`src/rtl/sr_latch_driver.sv`:
```
// sr_latch_driver: drives timed, mutually exclusive S/R pulses into an SR flip-flop and confirms Q.
// Optional: define SR_SKIP_REDUNDANT_EN to finish at once when Q already holds the requested level.
module sr_latch_driver #(
    parameter int unsigned PULSE_W = 2,
    parameter int unsigned GAP_W   = 1,
    parameter int unsigned TIMEOUT = 8
) (
    input  logic clk,
    input  logic rst_n,
    input  logic req_valid,
    input  logic req_level,
    output logic req_ready,
    output logic S,
    output logic R,
    input  logic q_fb,
    output logic busy,
    output logic done,
    output logic err
);
    typedef enum logic [1:0] {IDLE, PULSE, GAP, CHECK} state_t;

    localparam logic [7:0] PULSE_LD = 8'(PULSE_W - 1);
    localparam logic [7:0] GAP_LD   = 8'((GAP_W == 0) ? 0 : GAP_W - 1);
    localparam logic [7:0] TO_LD    = 8'(TIMEOUT - 1);

    state_t     state_q;
    logic [7:0] cnt_q;
    logic       target_q;
    logic       s_q;
    logic       r_q;
    logic       busy_q;
    logic       done_q;
    logic       err_q;
    logic       redundant;

`ifdef SR_SKIP_REDUNDANT_EN
    assign redundant = (req_level == q_fb);
`else
    assign redundant = 1'b0;
`endif

    assign req_ready = (state_q == IDLE);
    assign S         = s_q;
    assign R         = r_q;
    assign busy      = busy_q;
    assign done      = done_q;
    assign err       = err_q;

    // Counters hold "remaining cycles minus one" so a zero test marks the last cycle of a state.
    always_ff @(posedge clk or negedge rst_n) begin
        if (!rst_n) begin
            state_q  <= IDLE;
            cnt_q    <= 8'd0;
            target_q <= 1'b0;
            s_q      <= 1'b0;
            r_q      <= 1'b0;
            busy_q   <= 1'b0;
            done_q   <= 1'b0;
            err_q    <= 1'b0;
        end else begin
            done_q <= 1'b0;
            err_q  <= 1'b0;
            case (state_q)
                IDLE: begin
                    if (req_valid) begin
                        target_q <= req_level;
                        if (redundant) begin
                            done_q <= 1'b1;
                        end else begin
                            state_q <= PULSE;
                            cnt_q   <= PULSE_LD;
                            s_q     <= req_level;
                            r_q     <= ~req_level;
                            busy_q  <= 1'b1;
                        end
                    end
                end
                PULSE: begin
                    if (cnt_q == 8'd0) begin
                        s_q <= 1'b0;
                        r_q <= 1'b0;
                        if (GAP_W == 0) begin
                            state_q <= CHECK;
                            cnt_q   <= TO_LD;
                        end else begin
                            state_q <= GAP;
                            cnt_q   <= GAP_LD;
                        end
                    end else begin
                        cnt_q <= cnt_q - 8'd1;
                    end
                end
                GAP: begin
                    if (cnt_q == 8'd0) begin
                        state_q <= CHECK;
                        cnt_q   <= TO_LD;
                    end else begin
                        cnt_q <= cnt_q - 8'd1;
                    end
                end
                CHECK: begin
                    if (q_fb == target_q) begin
                        done_q  <= 1'b1;
                        busy_q  <= 1'b0;
                        state_q <= IDLE;
                    end else if (cnt_q == 8'd0) begin
                        err_q   <= 1'b1;
                        busy_q  <= 1'b0;
                        state_q <= IDLE;
                    end else begin
                        cnt_q <= cnt_q - 8'd1;
                    end
                end
                default: state_q <= IDLE;
            endcase
        end
    end
endmodule

```
`config.mk`:
```
export PLATFORM = sky130hd
export DESIGN_NAME = sr_latch_driver
export DESIGN_NICKNAME = d
export VERILOG_FILES = /design/src/rtl/sr_latch_driver.sv
export SDC_FILE = /design/constraint.sdc
export NUM_CORES = 1
export LEC_CHECK = 0
export BUFFER_PORTS_ARGS = -buffer_cell sky130_fd_sc_hd__buf_2
export CAP_MARGIN = 20
export CORE_AREA = 2 2 44 46
export CTS_BUF_LIST = sky130_fd_sc_hd__clkbuf_4
export DETAILED_ROUTE_END_ITERATION = 10
export DIE_AREA = 0 0 46 48
export PLACE_DENSITY = 0.81
export SETUP_SLACK_MARGIN = 0.3
export SYNTH_ARGS = -nofsm -noshare
export SYNTH_HDL_FRONTEND = slang
export SYNTH_SLANG_ARGS = --single-unit
```
`constraint.sdc`:
```
create_clock -name clk -period 5.2 [get_ports clk]
set_input_delay 0.78 -clock clk [delete_from_list [all_inputs] [get_ports clk]]
set_output_delay 0.78 -clock clk [all_outputs]
set_load 0.05 [all_outputs]
```
[Word-level counts from Yosys, hierarchy flattened]
Index checks and enable logic that the tools add are counted.
Cells by class
  add/subtract/negate cells: 1
  equality and inequality tests: 10
  muxes and demuxes: 25
  bitwise gates (word level): 1
  reductions and logical operators: 9
Operators by type and width (number)
  2-to-1 mux 8 bit: 5
  one-hot mux 8 bit (4 select lines): 1
  2-to-1 mux 1 bit: 10
  2-to-1 mux 2 bit: 5
  inequality test 2 bit (second input constant): 5
  AND reduction 3 bit: 3
  zero test 8 bit: 1
  one-hot mux 2 bit (4 select lines): 1
  subtractor 8 x 1 -> 8 bit (second input constant): 1
  one-hot mux 1 bit (2 select lines): 3
  equality test 2 bit (second input constant): 2
  AND reduction 4 bit: 1
  nonzero test 2 bit: 2
  inequality test 3 bit (second input constant): 1
  equality test 2 x 1 -> 1 bit (second input constant): 1
  zero test 2 bit: 1
  AND reduction 2 bit: 1
  equality test 1 bit: 1
  NOT 1 bit: 1
Word-level totals
  bits in registers: 16
  output and inout bits: 6
  word-level logic and storage cells: 54

[Longest topological paths before layout]
Gate-level depths: netlist of run 1.
  word-level depth: 4
  mapped depth: 8
  depth with buffers taken out: 6

[Worst setup path after synthesis of run 1]
No wires, ideal clock.
  kind: reg2reg
  start: register state_q[0]
  end: register cnt_q[3]
  data arrival time: 1.992 ns
  data required time: 5.113 ns
  setup slack: 3.121 ns
  cell stages (with the launch flop): 9
  period minus slack after synthesis: 2.079 ns
  cell sequence: dfrtp_1 > inv_1 > ha_1 > clkbuf_1 > nand2b_1 > o21ai_2 > buf_6 > or4_1 > a22oi_1
Between the ends
  word-level cells in the longest chain between the ends: 3
  elaborated cells on any way between the ends: 9
Ends and longest elaborated chain
  start, declared: RTL line 26  | state_t state_q;
  start signal, assigned: RTL line 52  | state_q <= IDLE;
  start signal, assigned: RTL line 70  | state_q <= PULSE;
  start signal, assigned: RTL line 83  | state_q <= CHECK;
  zero test 2 bit *
  net req_ready: RTL line 12  | output logic req_ready,
  inequality test 2 bit (no source line)
  AND reduction 3 bit (no source line)
  end signal, assigned: RTL line 90  | cnt_q <= cnt_q - 8'd1;
  end signal, assigned: RTL line 98  | cnt_q <= cnt_q - 8'd1;
  end signal, assigned: RTL line 111  | cnt_q <= cnt_q - 8'd1;
  end, declared: RTL line 27  | logic [7:0] cnt_q;
Mark *: on every way through the listed nets, which the timed path passes. The rest lies on a longest branch.
A chain may end at the register's enable or synchronous reset.

[Final worst setup path of run 1]
  start: register state_q[1]
  end: output port req_ready
Between the ends
  word-level cells in the longest chain between the ends: 1
Ends and longest elaborated chain
  zero test 2 bit: RTL line 42  | assign req_ready = (state_q == IDLE);
  end, declared: RTL line 12
Every way passes these cells.

==> results.txt, run 1 <==
The run finished with clean final reports. Dividing total power by cell area gives a power density of 699 nW/um2. The end of the worst register-to-register path is state_q[1]$_DFFE_PN0P_. The gate count after technology mapping came out at between 100 and 150. The full die area is 2210 um2. The CTS tree is done.

The floorplan die height came out at around 48 um. Setup repair after global routing left no endpoint under its margin. Registers are responsible for 28.4% of the overall power. The residual DRC count came out at 0. The area share of the leading cell type in the synthesized netlist came out at about two fifths. The critical path class is flop to primary output.

The number of hold buffers added after CTS was 0. The share of synthesized flip-flops with an asynchronous set or reset is between 90% and 100%. Clock tree synthesis selected as its root buffer the cell clkbuf_4. On the worst path, the slowest cell contributes a delay of around 0.43 ns.

Data on the critical path is required at its endpoint by ~4.4 ns. The later pin in the worst-skew pair is clocked with a latency of about 0.29 ns. The switching part of the total power came out at between 50% and 60%. Across the run, the number of max-cap violations was 0. Ranked by total cell area, the synthesized netlist is headed by dfrtp_1 39%, ha_1 7.2%, a21oi_1 3.9%. The row count is 15.

The number of enable flip-flop cells after synthesis is 0. The number of setup buffers added after CTS came out at 0. Yosys printed 0 warnings. In this run the tightest slew margin relative to its limit is a little under three fifths.

The total number of vias came out at 853. The number of cells upsized or downsized after cts came out at 0. The total clock sinks came out at 16. Sequential cells were found to cover between 30 and 40% of the synthesized design area. The cell count of the worst reg-to-reg path came out at 6. Global routing used between 20 and 25% of the available tracks. The most numerous cell in the Yosys netlist is dfrtp_1. For this run the aggregate overflow at the end of global routing stands at 0. The first-pass detailed-route iteration total is 4. After synthesis, the netlist uses 41 different library cells. After layout, the design draws a total of ~0.77 mW. The clock network burns under 10% of the power. The share of the clock period used by the worst path came out at ~44%. The number of buffer cells added on primary ports is 10. The average instance area after synthesis came out at ~9.5 um2. In the synthesized netlist, the cells that appear most often are 16 x dfrtp_1, 8 x a21oi_1, 8 x nor2_1, 7 x inv_1, 6 x ha_1. The clock skew after layout came out at 0.00631 ns. The number of global-route vias before repair is 731.

The critical path startpoint is state_q[1]$_DFFE_PN0P_. The worst-case IR drop observed on VDD is ~450 uV. The endpoint class of the critical path is a primary output.

STA classifies the critical path startpoint as a flop. The half-perimeter wire length of the detailed placement result is roughly 1600 um. The mean routed wirelength per cell is roughly 16 um. The maximum level of the CTS H-tree is 1. The actual slew at the worst max-slew pin came out at 0.653 ns. At the end of routability-driven placement, the weighted congestion stood at around 0.9.

The number of nets still failing antenna checks after routing is 0. The path class of the tightest hold or removal check is primary input to async pin. The violation count after the first detailed-route iteration came out at 28. The average via count per standard cell came out at around 6.4. Entering global routing, the biggest net connects 17 pins.

The slowest stage of the critical path is the dfrtp_1 cell. The global-route wire length before repair came out at between 3000 and 4000 um. The static leakage power is just over 0.5 nW. The proportion of layout cells with a drive suffix above 1 is between 10% and 20%.

The number of clock buffers inserted by TritonCTS is 3. The internal power summed over all cells came out at ~0.38 mW. The number of antenna violations at the first check in global routing came out at 0. The final-layout setup total negative slack is 0 ns. The core region is ~1700 um2.

The net count reported at finish came out at between 100 and 150. The number of hold violations in the final report came out at 0. The synthesis-to-finish area growth is 6.28%.

The antenna cell count is 0. The number of storage elements in the synthesis netlist came out at 16. In this run the critical register-to-register path is launched from cnt_q[0]$_DFFE_PN0P_.

The maximum count of clock buffers along a single path is 2. The net count after synthesis came out at between 100 and 150. The detailed-route wire length came out at between 2000 and 2500 um.

The initial standard-cell utilization of the core came out at between 60% and 70%. The data arrival at the endpoint of the critical path came out at about 1.5 ns. dfrtp_1 takes more of the synthesized area than any other cell. The final max-slew violation count came out at 0. The shortest clock period the worst path allows after layout came out at about 2.3 ns. The combinational group share of total power came out at between 60% and 70%. The most used flip-flop cell after synthesis is dfrtp_1. The maximum fanout along the worst path came out at 10. The overall die width came out at approximately 46 um. The number of top-level pins is 11. The total setup violations reported at the end of the flow came out at 0.

The reg-to-reg setup timing slack is 3.13 ns. The signal on the critical path passes through inv_1 -> ha_1 -> buf_2. Broken down by cell family, the worst path's largest delay share belongs to buffers and inverters. The clock-pin slew on the worst setup and hold paths came out at roughly 0.1 ns. The maximum frequency from static timing analysis came out at roughly 440 MHz. The area of the mapped netlist is slightly above 1000 um2. The critical path contains buffers and inverters numbering 2 combined. In this run the power spent charging and discharging nets is 0.390 mW.
==> per-layer routing <==
metal  part of all wire, %  global-route usage, %  vias to the layer above
met5                     0                      0                        -
met2                    45                   35.6                       22
li1                      -                      -                      426
met1                    47                   30.4                      399
met4                   3.5                   13.1                        0
met3                   3.7                   3.40                        6
==> registers in the layout, indices dropped and copies added (netlist names) <==
register	count
cnt_q	8
err	1
S	1
busy	1
R	1
state_q	2
target_q	1
done	1
==> how the worst max path moves through the flow <==
stage	to	slack, ns	cells past startpoint
after detailed placement	cnt_q[6]$_DFFE_PN0P_	3.08	5
after global placement	cnt_q[5]$_DFFE_PN0P_	3.09	5
final	req_ready	2.92	3
after CTS	req_ready	2.95	3
after global routing	req_ready	2.83	3
after floorplan	cnt_q[3]$_DFFE_PN0P_	3.12	8
==> metrics by stage <==
stage / util (%) / setup slack [ns] / instances / instance area (um2) / hold slack [ns]
3_5_place_dp: 63.9 / 3.08 / 131 / 1080 / 0.497
6_report: 65.2 / 2.92 / 134 / 1100 / 0.384
2_1_floorplan: - / 3.12 / 109 / 1040 / 0.484
4_1_cts: 65.2 / 2.95 / 134 / 1100 / 0.393
5_1_grt: 65.2 / 2.83 / 134 / 1100 / 0.406
3_3_place_gp: 63.9 / 3.09 / 131 / 1080 / 0.489
==> layout by cell type (no fill, tap or decap), types with 3 or more instances in the layout <==
cell | synthesis | layout
a21boi_0 | 3 | 3
a21oi_1 | 8 | 8
a22oi_1 | 4 | 4
buf_2 | 2 | 10
clkbuf_4 | 0 | 3
dfrtp_1 | 16 | 16
ha_1 | 6 | 6
inv_1 | 7 | 7
nand2_1 | 5 | 5
nor2_1 | 8 | 8
o21ai_0 | 4 | 4
o2bb2ai_1 | 3 | 3
o31ai_1 | 5 | 5
or4_1 | 5 | 5
==> worst reg2reg max path, delay by kind of cell (launching register included) <==
family	cells	cell delay [ns]
compound gates	1	0.18
fa+ha+maj	1	0.14
buf+inv	1	0.11
flops	1	0.42
mux	1	0.30
simple gates	2	0.83
==> logic make-up (layout without fill, tap and decap cells) <==
group / Yosys count / count (layout) / share of synthesized area (%)
simple gates: 34 / 34 / 19.7
fa+ha+maj: 6 / 6 / 7.25
xor+xnor: 2 / 2 / 2.42
buf+inv: 12 / 20 / 5.31
mux: 2 / 2 / 2.05
compound gates: 37 / 37 / 24.6
flops: 16 / 16 / 38.6
==> power by group through the flow <==
stage	sequential, mW	clock, mW	combinational [mW]
floorplan	0.254	0	0.353
global placement	0.218	0	0.468
detailed placement	0.220	0	0.481
CTS	0.218	0.0677	0.482
global route	0.227	0.0730	0.535
finish	0.218	0.0675	0.484
==> final cells by class <==
class,instances,area (um2)
Multi-Input combinational cell,81,581
Clock buffer,3,22.5
Tap cell,17,21.3
Timing Repair Buffer,10,50.0
Fill cell,143,588
Inverter,7,26.3
Sequential cell,16,400
(Power assumes the default switching activity.)
==> inputs of run 2 (changes only) <==
Settings changed: CORE_AREA 2 2 44 46 to 2 2 45 47, DIE_AREA 0 0 46 48 to 0 0 47 49, PLACE_DENSITY 0.81 to 0.78.
Clock period 5.2 ns to 2.4 ns, I/O delays scaled along.
==> run 2 against run 1 <==
  * Cell count grew 9.7%
  * First-iteration DRC count grew 18%
  * Register-to-register slack lost 2.7 ns
  * Clock skew shrank 0.0030 ns
  * Die area grew 4.3%
  * Critical endpoint is now state_q[1]$_DFFE_PN0P_
  * Largest cell class unchanged
  * Largest power group unchanged
==> results.txt, run 2 (synthesized netlist as in run 1, its figures left out) <==
The worst-skew pair later-pin latency came to 0.29 ns (about the same). The shortest clock period the worst path allows after layout came out at 1.93 ns. The minimum setup slack after placement came to 0.320 ns (-2.76 ns). Setup repair after global routing left no endpoint under its margin. The number of global-route vias before repair is 869 (+19%). The flow ran to the end, and the final reports show no timing, DRC or antenna violations. The total track usage is 22.3% (-0.58 points). The overall die width came out at 47 um (+2.2%).

The maximum frequency from static timing analysis came out at about 520 MHz. The path class of the tightest hold or removal check is primary input to flop. The data required time at the worst endpoint came to 2.59 ns (-1.83 ns).

The number of buffer cells added on primary ports came out at 10 (unchanged). The full die area was 2300 um2 (+4.3%). The initial standard-cell utilization of the core came out at 56.3% (-5.1 points). Ranked by flip-flop count, first place goes to cnt_q.

The number of setup buffers added after CTS came out at 0 (unchanged). The count of filler cells inserted in the layout is 165 (+15%). The clock skew after layout came out at 0.00333 ns (-0.00298 ns). The critical path's slowest cell is dfrtp_1. The maximum fanout along the worst path is 7 (-3). The worst supply voltage drop on vdd came out at 870 uV (+92%).

The final-layout setup total negative slack is 0 ns (unchanged). The total clock sinks came to 16 (unchanged). The power density normalized to cell area came out at 1490 nW/um2 (+110%). The average via count per standard cell came to 6.11 (-4.0%). The synthesis-to-finish area growth came out at 10.0%. The first-pass detailed-route iteration total came out at 4 (unchanged). The number of top-level pins is 11 (unchanged). For hold timing, the worst endpoint is target_q$_DFFE_PN0P_. The net count reported at finish is 132 (+1.5%). STA classifies the critical path startpoint as a flop. The total setup violations reported at the end of the flow is 0 (unchanged). The row count came to 16 (+1). The signal on the critical path passes through inv_1 -> ha_1 -> nor3b_2 -> and2_1 -> o21ai_0 -> mux2_2. The worst hold path passes through 3 cells. The leftover overflow at the end of global routing came out at 0 (unchanged). The number of flip-flops in the largest register is 8 (unchanged).

The number of max-capacitance violations reported is 0 (unchanged). The residual DRC count was 0 (unchanged). The proportion of layout cells with a drive suffix above 1 is 19.2% (+1.2 points). The violation count after the first detailed-route iteration was 33 (+18%). The routability congestion estimate from global placement came out at 0.821 (-7.4%). The final setup slack of the worst path came out at 0.473 ns (-2.45 ns). TritonCTS built the clock tree. The number of clock buffers inserted by TritonCTS was 3 (unchanged). In this run the critical register-to-register path is launched from cnt_q[0]$_DFFE_PN0P_. The final max-slew violation count was 0 (unchanged). The library cell used most frequently in the layout, excluding fill and tap cells, is dfrtp_1. The reg-to-reg setup timing slack came out at 0.47 ns (-2.66 ns).

The cell sitting at the root of the clock tree is a clkbuf_4. The critical path's largest stage delay is 0.41 ns (-0.02 ns). The number of nets still failing antenna checks after routing came out at 0 (unchanged). The detailed-route wire length is 2190 um (+2.1%). The global-route wire length before repair is 3730 um (+6.7%). The number of hold violations in the final report came to 0 (unchanged).

The clock-pin slew on the worst setup and hold paths was 0.10 ns (about the same). STA classifies the critical path endpoint as a flop. The total number of vias came out at 898 (+5.3%). The setup path with the least slack is of type flop to flop. The data arrival at the endpoint of the critical path is 2.12 ns (+0.62 ns). The core footprint is 1840 um2 (+9.0%). The mean routed wirelength per cell came out at 14.9 um (-7.0%). The largest net degree at the start of global routing is 17 (unchanged). The maximum count of clock buffers along a single path is 2 (unchanged). The hold path startpoint is req_valid. The cell count of the worst reg-to-reg path came out at 6 (unchanged). The half-perimeter wire length of the detailed placement result came to 1640 um (+4.8%). The end of the worst register-to-register path is state_q[1]$_DFFE_PN0P_. The top cell types in the final layout, fill and taps aside, are 16 x dfrtp_1, 10 x buf_2, 8 x nor2_1, 8 x a21oi_1, 7 x inv_1. The maximum level of the CTS H-tree is 1 (unchanged). In the final layout, the registers with the most flip-flops are cnt_q x8, state_q x2. The floorplan die height came out at 49 um (+2.1%). The actual slew at the worst max-slew pin is 0.499 ns (-0.153 ns).

The number of antenna violations at the first check in global routing is 0 (unchanged). The share of the clock period used by the worst path came out at approximately four fifths. The static leakage power was 0.524 nW (+2.7%).

The worst relative slew slack is 66.7% (+10 points). The antenna cell count came out at 0 (unchanged).
## run 2: where the power goes
group | switching, mW | total, mW | internal [mW]
registers | 0.102 | 0.475 | 0.373
logic | 0.666 | 1.07 | 0.404
clock network | 0.0893 | 0.150 | 0.0606
total | 0.857 | 1.69 | 0.838
## run 2: worst max-delay path by stage
stage                                      start                      to  slack, ns
after floorplan           state_q[0]$_DFFE_PN0P_    cnt_q[3]$_DFFE_PN0P_       0.32
after global placement      cnt_q[0]$_DFFE_PN0P_  state_q[1]$_DFFE_PN0P_       0.44
after detailed placement    cnt_q[0]$_DFFE_PN0P_  state_q[1]$_DFFE_PN0P_       0.32
after CTS                   cnt_q[0]$_DFFE_PN0P_  state_q[1]$_DFFE_PN0P_       0.30
after global routing      state_q[0]$_DFFE_PN0P_    cnt_q[7]$_DFFE_PN0P_       0.33
final                       cnt_q[0]$_DFFE_PN0P_  state_q[1]$_DFFE_PN0P_       0.47
## run 2: area by class of cell
type / count / area, um2 / share of cell area, %
timing repair buffer: 12 / 67.6 / 5.93
inverter: 7 / 26.3 / 2.31
multi-input combinational: 81 / 586 / 51.4
sequential: 16 / 400 / 35.1
tap: 27 / 33.8 / 2.96
clock buffer: 3 / 22.5 / 1.98
clock inverter: 1 / 3.75 / 0.329
## run 2: through the flow
stage	utilization [%]	power (mW)	hold WS [ns]	instances	area (um2)
after floorplan	-	1.32	0.0644	109	1040
after global placement	59.6	1.50	0.289	142	1100
after detailed placement	59.6	1.53	0.296	142	1100
after CTS	61.6	1.69	0.413	147	1130
after global routing	61.9	1.84	0.426	147	1140
final	61.9	1.69	0.414	147	1140
## run 2: repair_timing
action	in CTS	in global routing
gates resized for setup	0	1
endpoints found under the setup margin	0	11
hold buffers	1	0
hold endpoints to repair	16	0
## run 2: per-layer routing
layer | global-route usage [%] | vias to the layer above | part of all wire, %
met1 | 28.0 | 436 | 44
li1 | - | 433 | -
met4 | 9.72 | 0 | 2.0
met5 | 0 | - | 0
met2 | 36.5 | 24 | 50
met3 | 3.33 | 5 | 3.3
## run 2: critical path: cells and delay by family (launching register included)
family | cells | cell delay, ns
simple gates | 2 | 0.41
flops | 1 | 0.41
mux | 1 | 0.37
compound gates | 1 | 0.33
fa+ha+maj | 1 | 0.19
buf+inv | 1 | 0.10
